**src/rtl/init_req_sched.sv**
```systemverilog
// Round-robin request scheduler with ray-ID allocation for the init unit.
// Ports: clk, arst (async, active-high); req_vld/req_dat/req_rdy per-source
//   request streams; init_req_stream_rsc_{dat,vld,rdy} registered output
//   stream of {payload, rid}; cmp_vld/cmp_rid completion input;
//   cmp_src_vld/cmp_src owner report; inflight allocated count;
//   err_free sticky bad-free flag.
// Optional: define INIT_REQ_SCHED_STATS_EN to add stat_grant/stat_stall
//   saturating counters.
module init_req_sched #(
  parameter int NUM_REQ   = 4,
  parameter int PAYLOAD_W = 256,
  parameter int RID_WIDTH = 4,
  localparam int SRC_W    = (NUM_REQ > 1) ? $clog2(NUM_REQ) : 1,
  localparam int OUT_W    = PAYLOAD_W + RID_WIDTH
) (
  input  logic                         clk,
  input  logic                         arst,
  input  logic [NUM_REQ-1:0]           req_vld,
  input  logic [NUM_REQ*PAYLOAD_W-1:0] req_dat,
  output logic [NUM_REQ-1:0]           req_rdy,
  output logic [OUT_W-1:0]             init_req_stream_rsc_dat,
  output logic                         init_req_stream_rsc_vld,
  input  logic                         init_req_stream_rsc_rdy,
  input  logic                         cmp_vld,
  input  logic [RID_WIDTH-1:0]         cmp_rid,
  output logic                         cmp_src_vld,
  output logic [SRC_W-1:0]             cmp_src,
  output logic [RID_WIDTH:0]           inflight,
  output logic                         err_free
`ifdef INIT_REQ_SCHED_STATS_EN
  ,
  output logic [NUM_REQ*32-1:0]        stat_grant,
  output logic [31:0]                  stat_stall
`endif
);

  localparam int POOL = 1 << RID_WIDTH;

  logic [POOL-1:0]      alloc_q, alloc_d;
  logic [SRC_W-1:0]     owner_q [POOL];
  logic [SRC_W-1:0]     ptr_q, ptr_d;
  logic [OUT_W-1:0]     out_dat_q, out_dat_d;
  logic                 out_vld_q, out_vld_d;
  logic                 cmp_src_vld_q, cmp_src_vld_d;
  logic [SRC_W-1:0]     cmp_src_q, cmp_src_d;
  logic [RID_WIDTH:0]   inflight_q, inflight_d;
  logic                 err_q, err_d;

  logic                 pool_avail;
  logic                 can_issue;
  logic [RID_WIDTH-1:0] free_rid;
  logic                 gnt_vld;
  logic [SRC_W-1:0]     gnt_idx;
  logic [SRC_W-1:0]     cand;
  logic [PAYLOAD_W-1:0] pay_sel;
  logic                 cmp_ok;

  assign pool_avail = ~&alloc_q;
  assign can_issue  = pool_avail &&
                      (!out_vld_q || init_req_stream_rsc_rdy);
  assign cmp_ok     = cmp_vld && alloc_q[cmp_rid];

  // Lowest-index free RID from the start-of-cycle bitmap, so a RID
  // freed this cycle is never re-issued in the same cycle.
  always_comb begin
    free_rid = '0;
    for (int r = POOL - 1; r >= 0; r--) begin
      if (!alloc_q[r]) free_rid = RID_WIDTH'(r);
    end
  end

  // Round-robin search starting just after the last granted source.
  // Reset also masks the grant so all outputs read 0 while held.
  always_comb begin
    gnt_vld = 1'b0;
    gnt_idx = '0;
    cand    = '0;
    for (int k = 1; k <= NUM_REQ; k++) begin
      cand = SRC_W'((int'(ptr_q) + k) % NUM_REQ);
      if (!gnt_vld && req_vld[cand]) begin
        gnt_vld = 1'b1;
        gnt_idx = cand;
      end
    end
    if (!can_issue || arst) gnt_vld = 1'b0;
  end

  always_comb begin
    req_rdy = '0;
    pay_sel = '0;
    for (int i = 0; i < NUM_REQ; i++) begin
      if (gnt_idx == SRC_W'(i)) begin
        req_rdy[i] = gnt_vld;
        pay_sel    = req_dat[i*PAYLOAD_W +: PAYLOAD_W];
      end
    end
  end

  always_comb begin
    alloc_d       = alloc_q;
    ptr_d         = ptr_q;
    out_dat_d     = out_dat_q;
    out_vld_d     = out_vld_q;
    cmp_src_vld_d = cmp_ok;
    cmp_src_d     = cmp_ok ? owner_q[cmp_rid] : '0;
    err_d         = err_q | (cmp_vld & ~alloc_q[cmp_rid]);
    inflight_d    = inflight_q
                  + (RID_WIDTH+1)'(gnt_vld)
                  - (RID_WIDTH+1)'(cmp_ok);
    if (cmp_ok) alloc_d[cmp_rid] = 1'b0;
    if (gnt_vld) begin
      alloc_d[free_rid] = 1'b1;
      ptr_d             = gnt_idx;
      out_dat_d         = {pay_sel, free_rid};
      out_vld_d         = 1'b1;
    end else if (init_req_stream_rsc_rdy) begin
      out_vld_d = 1'b0;
    end
  end

  always_ff @(posedge clk or posedge arst) begin
    if (arst) begin
      alloc_q       <= '0;
      ptr_q         <= SRC_W'(NUM_REQ - 1);
      out_dat_q     <= '0;
      out_vld_q     <= 1'b0;
      cmp_src_vld_q <= 1'b0;
      cmp_src_q     <= '0;
      inflight_q    <= '0;
      err_q         <= 1'b0;
      for (int r = 0; r < POOL; r++) owner_q[r] <= '0;
    end else begin
      alloc_q       <= alloc_d;
      ptr_q         <= ptr_d;
      out_dat_q     <= out_dat_d;
      out_vld_q     <= out_vld_d;
      cmp_src_vld_q <= cmp_src_vld_d;
      cmp_src_q     <= cmp_src_d;
      inflight_q    <= inflight_d;
      err_q         <= err_d;
      if (gnt_vld) owner_q[free_rid] <= gnt_idx;
    end
  end

  assign init_req_stream_rsc_dat = out_dat_q;
  assign init_req_stream_rsc_vld = out_vld_q;
  assign cmp_src_vld             = cmp_src_vld_q;
  assign cmp_src                 = cmp_src_q;
  assign inflight                = inflight_q;
  assign err_free                = err_q;

`ifdef INIT_REQ_SCHED_STATS_EN
  logic [31:0] stat_grant_q [NUM_REQ];
  logic [31:0] stat_stall_q;

  always_ff @(posedge clk or posedge arst) begin
    if (arst) begin
      stat_stall_q <= '0;
      for (int i = 0; i < NUM_REQ; i++) stat_grant_q[i] <= '0;
    end else begin
      if (|req_vld && !gnt_vld && !(&stat_stall_q))
        stat_stall_q <= stat_stall_q + 32'd1;
      for (int i = 0; i < NUM_REQ; i++) begin
        if (req_rdy[i] && !(&stat_grant_q[i]))
          stat_grant_q[i] <= stat_grant_q[i] + 32'd1;
      end
    end
  end

  always_comb begin
    stat_grant = '0;
    for (int i = 0; i < NUM_REQ; i++)
      stat_grant[i*32 +: 32] = stat_grant_q[i];
  end

  assign stat_stall = stat_stall_q;
`endif

endmodule

```
**config.mk**
```make
export PLATFORM = sky130hd
export DESIGN_NAME = init_req_sched
export DESIGN_NICKNAME = d
export VERILOG_FILES = /design/src/rtl/init_req_sched.sv
export SDC_FILE = /design/constraint.sdc
export NUM_CORES = 1
export LEC_CHECK = 0
export CAP_MARGIN = 20
export CORE_AREA = 2 2 508 510
export DETAILED_ROUTE_END_ITERATION = 12
export DIE_AREA = 0 0 510 512
export MAX_ROUTING_LAYER = met4
export PLACE_DENSITY = 0.3
export SLEW_MARGIN = 20
export SYNTH_ARGS = -nofsm -noshare
export SYNTH_HDL_FRONTEND = slang
export SYNTH_SLANG_ARGS = --single-unit
```
**constraint.sdc**
```tcl
create_clock -name clk -period 21.9 [get_ports clk]
set_input_delay 4.38 -clock clk [delete_from_list [all_inputs] [get_ports clk]]
set_output_delay 4.38 -clock clk [all_outputs]
set_load 0.005 [all_outputs]
```
# Word-level counts from Yosys, hierarchy flattened
# Index checks and enable logic that the tools add are counted.
word_totals:
  ff_bits: 320
  input_bits: 1036
  out_inout_bits: 274
  elab_cells: 129
classes:
  addsub: 6
  magnitude_cmp: 11
  n_eq_ne: 3
  mux: 58
  n_bitwise: 8
  reduce_logical: 19
ops:
  columns: ["cell", "n"]
  rows:
  - ["256-bit two-way mux", 4]
  - ["4-bit two-way mux", 16]
  - ["32-bit bitwise mux", 1]
  - ["16-bit two-way mux", 2]
  - ["1-bit two-way mux", 18]
  - ["16-bit AND", 1]
  - ["2-bit two-way mux", 8]
  - ["16-bit inverter", 1]
  - ["16-bit OR", 1]
  - ["16-bit AND reduction", 1]
  - ["2-bit by 3-bit < comparator with 1-bit output, second input constant", 4]
  - ["5-bit >= comparator, second input constant", 2]
  - ["4-bit by 5-bit < comparator with 1-bit output, second input constant", 2]
  - ["4-bit inverter with 5-bit output", 2]
  - ["1-bit binary-select mux with 2-bit select", 4]
  - ["2-bit binary-select mux with 4-bit select", 1]
  - ["1-bit demux with 4-bit select", 2]
  - ["2-bit demux with 4-bit select", 1]
  - ["4-bit by 1-bit >= comparator with 1-bit output, second input constant", 2]
  - ["1-bit logical AND", 8]
  - ["1-bit logical NOT", 6]
  - ["5-bit by 1-bit adder with 5-bit output", 1]
  - ["5-bit by 1-bit < comparator with 1-bit output, second input constant", 1]
  - ["5-bit by 1-bit subtractor with 5-bit output", 1]
  - ["other kinds (11)", 15]

# Longest topological paths before layout
logic_depth:
  word_depth: 22
  mapped_depth: 16
  depth_no_buf: 15

# Worst setup path before layout
# No wires, ideal clock.
synth_timing:
  path_kind: "in2out"
  start: "input port req_vld[3]"
  end: "output port req_rdy[0]"
  arrival_ps: 5808
  required_ps: 17520
  path_slack_ps: 11712
  path_stages: 8
  n_path_buf: 3
  cell_sequence: "buf_2 -> nor2_2 -> a211oi_2 -> o21a_1 -> inv_2 -> clkbuf_1 -> clkbuf_1 -> nor3_1"
synth_via:
  elab_chain_cells: 14
  elab_cells_between_ends: 25
  cone_classes: "mux: 18; reduce/logical: 7"
synth_lines:
  columns: ["item", "line_no", "text"]
  rows:
  - ["from (decl)", "18", "input logic [NUM_REQ-1:0] req_vld,"]
  - ["1-bit binary-select mux with 2-bit select", "80", "if (!gnt_vld && req_vld[cand]) begin"]
  - ["1-bit two-way mux (not written as such)", "80", null]
  - ["1-bit two-way mux", "80", null]
  - ["1-bit logical NOT", "80", null]
  - ["1-bit logical AND", "80", null]
  - ["1-bit two-way mux", "80", null]
  - ["1-bit logical NOT", "80", null]
  - ["1-bit logical AND", "80", null]
  - ["1-bit two-way mux", "80", null]
  - ["1-bit logical NOT", "80", null]
  - ["1-bit logical AND", "80", null]
  - ["1-bit two-way mux or 2-bit two-way mux (tied branches)", "80", null]
  - ["1-bit two-way mux or 2-bit logical NOT (tied branches)", "85, 92", null]
  - ["1-bit two-way mux *", "92", "if (gnt_idx == SRC_W'(i)) begin"]
  - ["to (decl)", "20", "output logic [NUM_REQ-1:0] req_rdy,"]
# Every way passes the cells marked *; elsewhere a longest branch is shown, timed or not. The select of a mux whose other input is x is not followed.

# Worst setup path after layout
layout_timing:
  start: "input port req_vld[2]"
  end: "output port req_rdy[1]"
layout_via:
  elab_chain_cells: 14
  elab_cells_between_ends: 25
  cone_classes: "eq/ne: 1; mux: 18; reduce/logical: 6"
layout_lines:
  columns: ["item", "line_no"]
  rows:
  - ["1-bit binary-select mux with 2-bit select", "80"]
  - ["1-bit two-way mux (not written as such)", "80"]
  - ["1-bit two-way mux", "80"]
  - ["1-bit logical NOT", "80"]
  - ["1-bit logical AND", "80"]
  - ["1-bit two-way mux", "80"]
  - ["1-bit logical NOT", "80"]
  - ["1-bit logical AND", "80"]
  - ["1-bit two-way mux", "80"]
  - ["1-bit logical NOT", "80"]
  - ["1-bit logical AND", "80"]
  - ["2-bit two-way mux or 1-bit two-way mux (tied branches)", "80"]
  - ["2-bit by 1-bit == test with 1-bit output or 1-bit two-way mux (tied branches)", "92, 85"]
  - ["1-bit two-way mux *", "92"]
# Marked as above.

==> run metrics <==
GRT Util Overall 15.8%; Peak VDD IR approximately 55 uV; antenna violations before repair between 150 and 200; register area share after synthesis a little over two fifths; setup ws final ~9400 ps; CP dominant cell by count clkdlybuf4s50_1; Arrival @ worst endpoint approximately 8100 ps; clock root buffer clkbuf_16; pre-CTS setup slack between 9000 and 10,000 ps; Fin. Hold Viols 0; RSZ-0062 raised after global routing false; Syn Nets between 3,000 and 4,000; power density over the cells 90.2 nW/um^2; # DRC 0; ANT nets after route 0; Die Height 512 microns; highest-count cells in the layout ignoring fill and taps clkdlybuf4s50_1 (1,309), nor3_1 (396), dfrtp_1 (318); CP Max Fanout 63; Synth Area per Inst 8.86 sq um; worst min-delay path class flip-flop to flip-flop; # rows 186; highest metal used met4; worst-skew pair later-pin latency about 680 ps; Max transition margin around 19%; crit path time final about 12,000 ps; CP startpoint kind input pin; core area about 260,000 sq um; worst path bufs/invs 4; CTS buffer count 53; P&R area growth vs syn 101%; Hold Path End err_free$_DFF_PP0_; worst-path cell chain clkdlybuf4s50_1 > nor2_2 > a211oi_2 > o21a_4 > buf_4 > inv_8 > nor3_1 > clkdlybuf4s50_1; crit path kind input pin to output port; Clock Skew between 20 and 25 ps; clock sink count 320; R2R setup slack between 15,000 and 20,000 ps; WP data required 17,520 ps; hold_sp err_free$_DFF_PP0_; max-cap viol count 0; leak pwr about 13 nW; Cell variety after synth 59; post-CTS setup buffer count 0; Worst Setup SP req_vld[2]; Placer Congestion between 0.9 and 1; Layout Nets 4,290; async set-reset flop share out of synthesis between 90% and 100%; Post-Route Setup TNS 0 ps; Mapped Cells 2,083; slowest stage delay, CP ~750 ps; maximum clock frequency ~80 MHz; worst flop-to-flop path startpoint ptr_q[1]$_DFFE_PP1P_; Slowest-stage cell, CP buf_4; Reg2Reg Capture Point init_req_stream_rsc_dat[208]$_DFFE_PP0P_; reg2reg path depth 9; Post-Route WL 209,000 microns; First-pass DRT Iterations 5; die width ~510 microns; Worst Tran Pin Value between 1000 and 1500 ps; fin crit share 56.9%; synthesized flop and latch total 320; initial drt markers between 1,500 and 2,000; Longest Clk Path Bufs 3; Syn Std Cell Area about 18,000 sq um; predominant post-synthesis flop cell dfrtp_1; Buffers on Ports between 1,000 and 1,500; CTS resizes 0; die area ~260,000 sq um; vias in the first global route between 20,000 and 25,000; Met2 Wirelength roughly 95,000 microns; layout cell share with drive strength beyond 1 roughly 6.8%; CTS clock-pin slew for the worst setup and hold paths around 60 ps; largest net degree at the start of global routing 183; status finished, final reports clean; drt wl/cell 30.9 microns; max-slew violations 0; CTS Hold Bufs 0; htree depth 2; first-pass GRT wire length 265,000 microns; GRT overflow 0; Post-synth EDFFs 0; I/O pin count 1,310; commonest non-fill, non-tap cell in the layout clkdlybuf4s50_1; WL met1 around 90,000 microns; vias per std cell between 3 and 4; crit-path leading delay family buffers and inverters; Critical Path Sink Type output port; HPWL after DPL ~170,000 microns; YS warnings 0; DR vias 24,400; WP depth 8; Initial Util 7.21%; metal3 WL around 21,000 microns; # setup viols final 0; TritonCTS clock tree yes; WHS Path Cells 1
-- worst max-delay path by stage --
stage	end	slack (ps)
2_1_floorplan	alloc_q[0]$_DFF_PP0_	8670
3_3_place_gp	req_rdy[0]	9410
5_1_grt	req_rdy[0]	9250
4_1_cts	req_rdy[1]	9390
3_5_place_dp	req_rdy[1]	9410
6_report	req_rdy[1]	9430
-- state kept, by name, summed over array words and instances, names as in the netlist, 2 cells and up --
signal	cells
ptr_q	2
owner_q	32
inflight	5
init_req_stream_rsc_dat	260
alloc_q	16
cmp_src	2
-- worst reg2reg max path, cell delays in order, from the launching register on --
cell and delay (ps):
dfstp_2 650, nand2_1 170, a221oi_4 350, buf_12 430, buf_4 670, buf_4 860, buf_4 950, buf_4 690
nor3_1 160, o41ai_1 390
-- power breakdown --
group          total, mW  internal (mW)  switching, mW
clock network      0.879          0.499          0.380
logic               1.55          0.693          0.857
registers          0.923          0.779          0.143
-- layer usage --
| metal | vias up | track usage (%) |
|---|---|---|
| met5 | - | - |
| met4 | 0 | 2.23 |
| met3 | 190 | 6.62 |
| met2 | 1308 | 24.6 |
| met1 | 12400 | 19.2 |
| li1 | 10600 | - |
-- synthesized netlist by cell type, types with 5 or more instances --
cell type  count  area [sq um]
inv_1         17          63.8
buf_1         15          56.3
o21a_1         5          37.5
clkbuf_1     151           567
o22ai_1      195          1220
a21o_1        14           105
a31oi_1       61           382
nor3_1       396          1980
buf_4          6          45.0
nor2_1        84           315
o41ai_1      166          1450
nand3_1      125           626
ha_1           5          62.6
a221oi_1      60           526
o41ai_2       29           472
buf_2         70           350
mux2_2        27           304
nor2b_1        7          43.8
dfrtp_1      318          7960
mux4_2        15           338
a21oi_1       17          85.1
o21ai_0       10          50.1
nand2_1      234           878
-- final cells by class --
class                      instances  area [sq um]
fill                           29000        219000
timing repair buffer            1352         13500
multi-input combinational       1503          9440
sequential                       320          8010
tap                             3384          4230
clock buffer                      75          1540
antenna                           90           225
clock inverter                    20           169
inverter                          18          82.6
-- metrics by stage --
step / std cells / instance area [sq um] / power, mW / utilization [%] / hold slack [ps]
final: 6762 / 37200 / 3.35 / 14.5 / 463
after global routing: 6755 / 37100 / 3.54 / 14.5 / 470
after CTS: 6672 / 36900 / 3.43 / 14.4 / 466
after detailed placement: 6577 / 35200 / 2.51 / 13.8 / 455
after global placement: 6577 / 35200 / 2.51 / 13.8 / 447
after floorplan: 2083 / 18400 / 1.51 / - / 451
-- logic make-up after synthesis --
group / share of synthesized area, %
adder cells (fa/ha/maj): 0.448
flip-flops: 43.4
XOR/XNOR: 0.190
multiplexers: 3.66
AND/OR/NAND/NOR: 21.8
AO/OA/AOI/OAI: 24.6
buffers and inverters: 5.89
No activity file was read; power rests on OpenSTA's default activity.
